--- src/rtl/risc_pkg.sv ---
// Shared definitions for the small RISC core: opcode and controller phase
// encodings, plus the ALU-operation classifier used by the controller.
package risc_pkg;

   typedef enum logic [2:0] {
      HLT = 3'd0,
      SKZ = 3'd1,
      ADD = 3'd2,
      AND = 3'd3,
      XOR = 3'd4,
      LDA = 3'd5,
      STO = 3'd6,
      JMP = 3'd7
   } opcode_t;

   typedef enum logic [2:0] {
      INST_ADDR  = 3'd0,
      INST_FETCH = 3'd1,
      INST_LOAD  = 3'd2,
      IDLE       = 3'd3,
      OP_ADDR    = 3'd4,
      OP_FETCH   = 3'd5,
      ALU_OP     = 3'd6,
      STORE      = 3'd7
   } phase_t;

   // Opcodes that read an operand from memory and write the accumulator.
   function automatic logic is_aluop(input opcode_t op);
      return (op == ADD) || (op == AND) || (op == XOR) || (op == LDA);
   endfunction

endpackage

--- src/rtl/cpu_controller.sv ---
// Eight-phase instruction sequencer for the RISC core. One phase per clock,
// with a sticky halt in OP_ADDR that only a resume pulse releases.
module cpu_controller
   import risc_pkg::*;
(
   input  logic       clk,
   input  logic       rst,
   input  logic [2:0] opcode,
   input  logic       zero,
   input  logic       resume,
   output logic       sel,
   output logic       rd,
   output logic       ld_ir,
   output logic       inc_pc,
   output logic       ld_pc,
   output logic       ld_ac,
   output logic       wr,
   output logic       data_e,
   output logic       halt,
   output logic [2:0] phase
);

   phase_t     r_phase;
   logic       r_halt;
   opcode_t    w_op;
   logic       w_aluop;
   logic [2:0] w_phase_inc;

   assign w_op        = opcode_t'(opcode);
   assign w_aluop     = is_aluop(w_op);
   assign w_phase_inc = r_phase + 3'd1;
   assign phase       = r_phase;

   // The halt flag is set on the first OP_ADDR clock of a HLT, so the PC
   // strobe in OP_ADDR fires only once; resume is ignored unless the flag is set.
   // NOTE: sequential state uses non-blocking (<=) so every register samples
   // pre-edge values, regardless of statement order.
   always_ff @(posedge clk or posedge rst) begin
      if (rst) begin
         r_phase <= INST_ADDR;
         r_halt  <= 1'b0;
      end else if (r_halt) begin
         if (resume) begin
            r_phase <= OP_FETCH;
            r_halt  <= 1'b0;
         end
      end else if (r_phase == OP_ADDR && w_op == HLT) begin
         r_halt <= 1'b1;
      end else begin
         r_phase <= phase_t'(w_phase_inc);
      end
   end

   // NOTE: every output gets a default before the case, otherwise phases that
   // leave a strobe unassigned would infer a latch.
   always_comb begin
      sel    = 1'b0;
      rd     = 1'b0;
      ld_ir  = 1'b0;
      inc_pc = 1'b0;
      ld_pc  = 1'b0;
      ld_ac  = 1'b0;
      wr     = 1'b0;
      data_e = 1'b0;
      halt   = r_halt;
      case (r_phase)
         INST_ADDR: begin
            sel = 1'b1;
         end
         INST_FETCH: begin
            sel = 1'b1;
            rd  = 1'b1;
         end
         INST_LOAD, IDLE: begin
            sel   = 1'b1;
            rd    = 1'b1;
            ld_ir = 1'b1;
         end
         OP_ADDR: begin
            inc_pc = ~r_halt;
            halt   = r_halt | (w_op == HLT);
         end
         OP_FETCH: begin
            rd = w_aluop;
         end
         ALU_OP: begin
            rd     = w_aluop;
            inc_pc = (w_op == SKZ) && zero;
            ld_pc  = (w_op == JMP);
            data_e = (w_op == STO);
         end
         STORE: begin
            rd     = w_aluop;
            ld_ac  = w_aluop;
            inc_pc = (w_op == JMP);
            ld_pc  = (w_op == JMP);
            wr     = (w_op == STO);
            data_e = (w_op == STO);
         end
         default: begin
            sel = 1'b0;
         end
      endcase
   end

endmodule

--- config.mk ---
export PLATFORM = sky130hd
export DESIGN_NAME = cpu_controller
export DESIGN_NICKNAME = d
export VERILOG_FILES = /design/src/rtl/risc_pkg.sv /design/src/rtl/cpu_controller.sv
export SDC_FILE = /design/constraint.sdc
export NUM_CORES = 1
export LEC_CHECK = 0
export BUFFER_PORTS_ARGS = -buffer_cell sky130_fd_sc_hd__buf_4
export CAP_MARGIN = 20
export CORE_AREA = 2 2 39 41
export DETAILED_ROUTE_END_ITERATION = 8
export DIE_AREA = 0 0 41 43
export GPL_TIMING_DRIVEN = 1
export SYNTH_ARGS = -nofsm -noshare
export SYNTH_HDL_FRONTEND = slang
export SYNTH_SLANG_ARGS = --single-unit
--- constraint.sdc ---
create_clock -name clk -period 1.78 [get_ports clk]
set_input_delay 0.267 -clock clk [delete_from_list [all_inputs] [get_ports clk]]
set_output_delay 0.267 -clock clk [all_outputs]
set_load 0.02 [all_outputs]
==> metrics.txt, run 1 <==
# TYPE chip_impl_metric gauge
chip_impl_metric{name="postLayoutSetupSlackWorst",unit="ns"} 0.0138
chip_impl_metric{name="hold-worst-slack",unit="ns"} 0.310
chip_impl_metric{name="first_global_vias",unit=""} 396
chip_impl_metric{name="synth-async-reset-ratio",unit="%"} 100
chip_impl_metric{name="antenna_cells",unit=""} 0
chip_impl_metric{name="synth-seq-area-share",unit="%"} 23.7
chip_impl_metric{name="clock_sink_count",unit=""} 4
chip_impl_info{name="clk_root_buffer_cell",value="clkbuf_4"} 1
chip_impl_metric{name="dpl.hpwl",unit="um"} 708
chip_impl_metric{name="seqCellArea",unit="um2"} 100
chip_impl_metric{name="area_delta_synth_final",unit="%"} 60.4
chip_impl_metric{name="setup_total_negative_slack",unit="ns"} 0
chip_impl_metric{name="tightest_slew",unit="ns"} 0.316
chip_impl_info{name="critPathCaptureType",value="output pin"} 1
chip_impl_info{name="path_cells",value="ha_2 -> ha_2 -> a21o_1 -> o21bai_1 -> buf_4"} 1
chip_impl_metric{name="syn-instance-count",unit=""} 45
chip_impl_info{name="synth_top_cells_by_count",value="ha_1, inv_1, dfrtp_1"} 1
chip_impl_metric{name="worst-path-max-fanout",unit=""} 3
chip_impl_metric{name="drc_errors",unit=""} 0
chip_impl_metric{name="critical_path_buf_inv_count",unit=""} 1
chip_impl_metric{name="hold_viol_final",unit=""} 0
chip_impl_info{name="timing.hold.worst.class",value="primary input to flip-flop"} 1
chip_impl_info{name="synth.top_cells.by_area",value="dfrtp_1, ha_1, o41ai_4"} 1
chip_impl_metric{name="finalPower",unit="mW"} 1.07
chip_impl_metric{name="dr_total_vias",unit=""} 429
chip_impl_metric{name="worst-endpoint-required",unit="ns"} 1.51
chip_impl_metric{name="report.final.setup_viol",unit=""} 0
chip_impl_metric{name="nets",unit=""} 86
chip_impl_metric{name="detail-route-antenna-nets",unit=""} 0
chip_impl_metric{name="cap_viol_max_count",unit=""} 0
chip_impl_metric{name="max_freq",unit="MHz"} 566
chip_impl_metric{name="synth.cell_area",unit="um2"} 423
chip_impl_metric{name="place_congestion",unit=""} 0.667
chip_impl_metric{name="placement.setup.worst_slack",unit="ns"} 0.162
chip_impl_metric{name="io_buffers",unit=""} 18
chip_impl_metric{name="fill_cells",unit=""} 138
chip_impl_metric{name="final_util",unit="%"} 49.0
chip_impl_info{name="cts_tree",value="yes"} 1
chip_impl_metric{name="cts_inserted_buffers",unit=""} 3
chip_impl_metric{name="slew_violations",unit=""} 0
chip_impl_metric{name="cts-root-to-sink-buffers",unit=""} 2
chip_impl_metric{name="slowest_delay",unit="ns"} 0.41
chip_impl_metric{name="placedInstanceArea",unit="um2"} 578
chip_impl_metric{name="initial_antenna_violation_count",unit=""} 0
chip_impl_info{name="critPathTopFamily",value="flip-flops"} 1
chip_impl_metric{name="finalClockSkew",unit="ns"} 0.000488
chip_impl_metric{name="powerDensity",unit="mW/mm2"} 1570
chip_impl_metric{name="die_area",unit="mm2"} 0.00176
chip_impl_metric{name="multiInputGateArea",unit="um2"} 330
chip_impl_metric{name="finalCriticalPeriod",unit="ns"} 1.77
chip_impl_info{name="timing.critical_path.from_type",value="flip-flop"} 1
chip_impl_metric{name="viasPerCell",unit=""} 4.93
chip_impl_metric{name="htree_num_levels",unit=""} 1
chip_impl_metric{name="gr-usage-all-layers",unit="%"} 13.2
chip_impl_metric{name="synth_largest_type_area_fraction",unit="%"} 23.7
chip_impl_metric{name="drc_marker_count_from_the_first_detailed_route_iteration",unit=""} 0
chip_impl_info{name="criticalPathCategory",value="flip-flop to output pin"} 1
chip_impl_info{name="ys.flop_type",value="dfrtp_1"} 1
chip_impl_metric{name="clock_latency_late_sink",unit="ns"} 0.23
chip_impl_metric{name="post_syn_area_per_cell",unit="um2"} 9.40
chip_impl_metric{name="num_io_pins",unit=""} 19
chip_impl_metric{name="drive_above_1_share",unit="%"} 52.1
chip_impl_metric{name="effective_utilization_at_floorplan",unit="%"} 30.6
chip_impl_metric{name="dp.cells",unit=""} 79
chip_impl_metric{name="post_synthesis_register_bit_count",unit=""} 4
chip_impl_metric{name="crit_arrival",unit="ns"} 1.50
chip_impl_metric{name="first_pass_grt_wire_length",unit="um"} 1570
chip_impl_metric{name="coreArea",unit="mm2"} 0.00138
chip_impl_metric{name="fp.dieH",unit="um"} 43
chip_impl_metric{name="path_clk_slew",unit="ns"} 0.04
chip_impl_metric{name="yosys_warnings",unit=""} 0
chip_impl_metric{name="fin_area",unit="um2"} 678
chip_impl_info{name="rsz0062_at_grt",value="yes"} 1
chip_impl_metric{name="num_rows",unit=""} 14
chip_impl_metric{name="synth_cell_types",unit=""} 25
chip_impl_metric{name="post_layout_nonfiller_instances",unit=""} 87
chip_impl_metric{name="fin_crit_sh",unit="%"} 99.2
chip_impl_metric{name="power.leakage",unit="nW"} 0.361
chip_impl_metric{name="maximum_number_of_pins_on_one_net_before_global_route_repair",unit=""} 9
chip_impl_metric{name="die_w",unit="um"} 41
chip_impl_info{name="run_status",value="complete, no violations"} 1
chip_impl_metric{name="power.ir.vdd_worst",unit="mV"} 0.776
chip_impl_metric{name="drt_first_pass_iters",unit=""} 1
chip_impl_info{name="cpMostUsedCell",value="ha_2"} 1
chip_impl_metric{name="drt-wirelength-per-cell",unit="um"} 13.2
chip_impl_metric{name="syn-num-nets",unit=""} 58
chip_impl_info{name="critical_path.slowest_cell",value="dfrtp_1"} 1
chip_impl_metric{name="timing.slew.headroom",unit="%"} 78.8
chip_impl_metric{name="overflow",unit=""} 0
chip_impl_metric{name="drt-total-wl",unit="um"} 1150
chip_impl_metric{name="synth-edff-count",unit=""} 0
chip_impl_info{name="cell_taking_the_most_area_after_synthesis",value="dfrtp_1"} 1
[timing repair]
action	4_1_cts	5_1_grt
endpoints found under the hold margin	4	0
setup endpoints to repair	5	6
gates resized for setup	4	6
setup buffers	4	0
pin swaps	1	2
hold buffers	1	0
[final cells by class]
class / count / area share (%)
sequential: 4 / 14.8
clock buffer: 3 / 3.32
multi-input combinational: 34 / 48.7
tap: 16 / 2.95
inverter: 6 / 3.32
timing repair buffer: 24 / 26.9
[cells by family (layout without fill, tap and decap cells)]
group | Yosys count | count (layout) | synth area share (%)
buffers and inverters | 7 | 33 | 7.10
flip-flops | 4 | 4 | 23.7
AND/OR/NAND/NOR | 16 | 16 | 26.6
adder cells (fa/ha/maj) | 6 | 6 | 17.8
XOR/XNOR | 1 | 1 | 2.07
multiplexers | 1 | 1 | 2.37
AO/OA/AOI/OAI | 10 | 10 | 20.4
[final timing paths]
| check | cells past startpoint | endpoint | startpoint | slack [ns] |
|---|---|---|---|---|
| min in group asynchronous | 3 | phase[2] | rst | 0.48 |
| max reg2reg | 5 | phase[0] | phase[0] | 0.33 |
| max in group asynchronous | 3 | phase[1] | rst | 1.16 |
| min reg2reg | 2 | phase[0] | phase[0] | 0.65 |
| min | 2 | r_halt | opcode[0] | 0.31 |
| max | 5 | sel | phase[0] | 0.01 |
[cells in the final DEF (no fill, tap or decap), types with 2 or more instances in the layout]
cell type	synthesis	routed
buf_4	1	23
inv_1	6	5
nor2_1	3	3
nand3_1	2	2
clkbuf_4	0	3
ha_2	0	4
dfrtp_1	4	4
nand2b_1	2	2
nor3b_1	2	2
a21oi_1	3	3
[worst reg2reg max path: stages, from the launching register on]
cell and delay, ns:
dfrtp_1 0.41, inv_2 0.13, ha_2 0.27, nand3b_4 0.11
o41ai_4 0.28, mux2i_1 0.12
[per-layer routing]
metal	vias to the layer above	part of all wire [%]	global-route usage (%)
met5	-	0	0
met4	0	1.3	8.00
met3	2	6.8	1.57
met2	16	54	23.4
met1	197	38	13.4
li1	214	-	-
[power breakdown]
group          internal (mW)  leakage, nW  switching, mW
clock                 0.0753       0.0138         0.0355
combinational          0.379        0.297          0.421
sequential             0.124       0.0502         0.0340
[state kept, by name, indices dropped and copies added, names as in the netlist]
signal	flops
phase	3
r_halt	1
No activity file was read; power rests on OpenSTA's default activity.
==> run 2: changes to the inputs <==
--- a/config.mk
+++ b/config.mk
@@ -8,6 +8,7 @@
 export BUFFER_PORTS_ARGS = -buffer_cell sky130_fd_sc_hd__buf_4
 export CAP_MARGIN = 20
 export CORE_AREA = 2 2 39 41
+export CTS_CLUSTER_DIAMETER = 30
 export DETAILED_ROUTE_END_ITERATION = 8
 export DIE_AREA = 0 0 41 43
 export GPL_TIMING_DRIVEN = 1
==> constraint.sdc (replaced) <==
create_clock -name clk -period 1.78 [get_ports clk]
set_input_delay 0.178 -clock clk [delete_from_list [all_inputs] [get_ports clk]]
set_output_delay 0.178 -clock clk [all_outputs]
set_load 0.02 [all_outputs]
==> run 2 against run 1 <==
  * Hold slack got worse by 0.094 ns
  * Critical path depth is the same
  * Routed wire length down 21%
  * Die area stayed put
  * Sequential share of layout area increased by 0.96 points
  * Via count shrank 5.8%
  * Register-to-register slack hardly changed
  * First-iteration DRC count rose by 6
  * Critical path type unchanged
  * Largest power group unchanged
  * Highest routed layer is now met3
==> metrics.txt, run 2 (synthesis results as in run 1) <==
# TYPE chip_impl_metric gauge
chip_impl_info{name="run_status",value="complete, no violations"} 1
chip_impl_metric{name="power.leakage",unit="nW"} 0.354
chip_impl_metric{name="first_global_vias",unit=""} 371
chip_impl_metric{name="drc_marker_count_from_the_first_detailed_route_iteration",unit=""} 6
chip_impl_metric{name="drc_errors",unit=""} 0
chip_impl_metric{name="powerDensity",unit="mW/mm2"} 1490
chip_impl_metric{name="fin_crit_sh",unit="%"} 95.3
chip_impl_info{name="min_from",value="opcode[0]"} 1
chip_impl_metric{name="initial_antenna_violation_count",unit=""} 0
chip_impl_metric{name="seqPwrFrac",unit="%"} 17.3
chip_impl_metric{name="power.ir.vdd_worst",unit="mV"} 0.873
chip_impl_metric{name="finalPower",unit="mW"} 0.949
chip_impl_info{name="path_cells",value="ha_2 -> ha_1 -> a21o_1 -> o21bai_1 -> buf_4"} 1
chip_impl_info{name="critical_path.slowest_cell",value="dfrtp_1"} 1
chip_impl_metric{name="first_pass_grt_wire_length",unit="um"} 1460
chip_impl_metric{name="drt-wirelength-per-cell",unit="um"} 10.7
chip_impl_metric{name="largest_register_ffs",unit=""} 3
chip_impl_metric{name="place_congestion",unit=""} 0.699
chip_impl_metric{name="crit_arrival",unit="ns"} 1.52
chip_impl_metric{name="cts-root-to-sink-buffers",unit=""} 2
chip_impl_metric{name="setup.reg_to_reg.worst_slack",unit="ns"} 0.34
chip_impl_metric{name="dp.cells",unit=""} 79
chip_impl_metric{name="num_rows",unit=""} 14
chip_impl_metric{name="drive_above_1_share",unit="%"} 46.4
chip_impl_metric{name="timing.slew.headroom",unit="%"} 79.9
chip_impl_metric{name="internal_power",unit="mW"} 0.516
chip_impl_info{name="criticalPathCategory",value="flip-flop to output pin"} 1
chip_impl_info{name="commonest_non_fill_non_tap_cell_in_the_layout",value="buf_4"} 1
chip_impl_info{name="timing.hold.worst.class",value="primary input to flip-flop"} 1
chip_impl_metric{name="timing.reg2reg.worst_path_depth",unit=""} 5
chip_impl_metric{name="die_area",unit="mm2"} 0.00176
chip_impl_metric{name="coreArea",unit="mm2"} 0.00138
chip_impl_metric{name="dr_total_vias",unit=""} 404
chip_impl_metric{name="sw_frac_of_total",unit="%"} 45.6
chip_impl_metric{name="viasPerCell",unit=""} 4.75
chip_impl_info{name="cts_tree",value="yes"} 1
chip_impl_metric{name="detail-route-antenna-nets",unit=""} 0
chip_impl_info{name="timing.critical_path.from_type",value="flip-flop"} 1
chip_impl_metric{name="setup_total_negative_slack",unit="ns"} 0
chip_impl_metric{name="clock_sink_count",unit=""} 4
chip_impl_metric{name="drt-total-wl",unit="um"} 912
chip_impl_metric{name="max_freq",unit="MHz"} 589
chip_impl_metric{name="min_delay_path_depth",unit=""} 2
chip_impl_metric{name="critical_path_buf_inv_count",unit=""} 1
chip_impl_metric{name="die_w",unit="um"} 41
chip_impl_metric{name="power.share.combinational",unit="%"} 71.4
chip_impl_metric{name="finalCriticalPeriod",unit="ns"} 1.70
chip_impl_metric{name="cts_inserted_buffers",unit=""} 3
chip_impl_metric{name="fill_cells",unit=""} 147
chip_impl_metric{name="reported_net_switching_power",unit="mW"} 0.433
chip_impl_info{name="leading_cell_types_in_the_layout_fill_and_taps_excluded",value="buf_4, inv_1, ha_1, dfrtp_1"} 1
chip_impl_info{name="critPathCaptureType",value="output pin"} 1
chip_impl_metric{name="worst-endpoint-required",unit="ns"} 1.60
chip_impl_metric{name="clock_latency_late_sink",unit="ns"} 0.23
chip_impl_metric{name="post_layout_nonfiller_instances",unit=""} 85
chip_impl_metric{name="final_util",unit="%"} 46.0
chip_impl_metric{name="effective_utilization_at_floorplan",unit="%"} 30.6
chip_impl_metric{name="area_delta_synth_final",unit="%"} 50.6
chip_impl_metric{name="hold_viol_final",unit=""} 0
chip_impl_metric{name="htree_num_levels",unit=""} 1
chip_impl_metric{name="nets",unit=""} 84
chip_impl_info{name="timing.rr.start",value="phase[0]"} 1
chip_impl_metric{name="maximum_number_of_pins_on_one_net_before_global_route_repair",unit=""} 8
chip_impl_metric{name="fin_area",unit="um2"} 637
chip_impl_metric{name="cp.depth",unit=""} 5
chip_impl_metric{name="overflow",unit=""} 0
chip_impl_info{name="hold_crit_endpoint",value="r_halt"} 1
chip_impl_metric{name="gr-usage-all-layers",unit="%"} 12.2
chip_impl_metric{name="slowest_delay",unit="ns"} 0.41
chip_impl_metric{name="num_io_pins",unit=""} 19
chip_impl_metric{name="slew_violations",unit=""} 0
chip_impl_metric{name="antenna_cells",unit=""} 0
chip_impl_metric{name="drt_first_pass_iters",unit=""} 2
chip_impl_info{name="rr_endpoint",value="phase[0]"} 1
chip_impl_metric{name="fp.dieH",unit="um"} 43
chip_impl_metric{name="finalClockSkew",unit="ns"} 0.00183
chip_impl_info{name="clk_root_buffer_cell",value="clkbuf_4"} 1
chip_impl_metric{name="placedInstanceArea",unit="um2"} 578
chip_impl_metric{name="dpl.hpwl",unit="um"} 736
chip_impl_metric{name="tightest_slew",unit="ns"} 0.301
chip_impl_info{name="rsz0062_at_grt",value="no"} 1
chip_impl_info{name="critPathTopFamily",value="flip-flops"} 1
chip_impl_metric{name="cap_viol_max_count",unit=""} 0
chip_impl_metric{name="power.share.clock",unit="%"} 11.2
chip_impl_metric{name="io_buffers",unit=""} 18
chip_impl_metric{name="worst-path-max-fanout",unit=""} 5
chip_impl_metric{name="report.final.setup_viol",unit=""} 0
chip_impl_metric{name="path_clk_slew",unit="ns"} 0.03
[run 2: changes by cell type in the layout (fill, tap and decap cells not counted)]
cell	previous run	this run
a31oi_4	1	0
ha_4	1	0
ha_1	1	4
o21ai_0	0	1
a31oi_2	0	1
o21ai_1	1	0
ha_2	4	2
buf_4	23	21
[run 2: per-stage QoR]
step           hold slack [ns]  setup slack, ns
2_1_floorplan          -0.0559            0.122
3_3_place_gp            0.0750            0.308
3_5_place_dp            0.0752            0.284
4_1_cts                  0.209           0.0286
5_1_grt                  0.216          0.00230
6_report                 0.216           0.0828
[run 2: worst max-delay path by stage]
stage                   from      to  slack, ns
floorplan           phase[1]   ld_pc       0.12
finish              phase[0]     sel       0.08
CTS                 phase[0]  inc_pc       0.03
global placement    phase[0]  inc_pc       0.31
detailed placement  phase[0]  inc_pc       0.28
global route        phase[1]   ld_pc      0.002
[run 2: what timing repair did]
item	CTS	global route
hold buffers	1	0
setup buffers	0	2
endpoints found under the hold margin	4	0
setup endpoints to repair	0	5
gates resized for setup	0	4
[run 2: routing by layer]
layer / vias up / GRT usage, % / share of wire [%]
li1: 209 / - / -
met1: 181 / 15.9 / 48
met2: 14 / 16.9 / 46
met3: 0 / 3.14 / 5.8
met4: 0 / 8.00 / 0
met5: - / 0 / 0
[run 2: power groups by stage]
stage	sequential, mW	clock, mW	combinational, mW
finish	0.164	0.107	0.678
global route	0.171	0.120	0.746
CTS	0.164	0.114	0.646
detailed placement	0.164	0	0.641
global placement	0.164	0	0.639
floorplan	0.192	0	0.380
[run 2: cell type report]
class / instances / area (um2) / area share, %
Sequential cell: 4 / 100 / 15.7
Inverter: 6 / 22.5 / 3.54
Clock buffer: 3 / 22.5 / 3.54
Timing Repair Buffer: 22 / 168 / 26.3
Tap cell: 16 / 20.0 / 3.14
Multi-Input combinational cell: 34 / 304 / 47.7
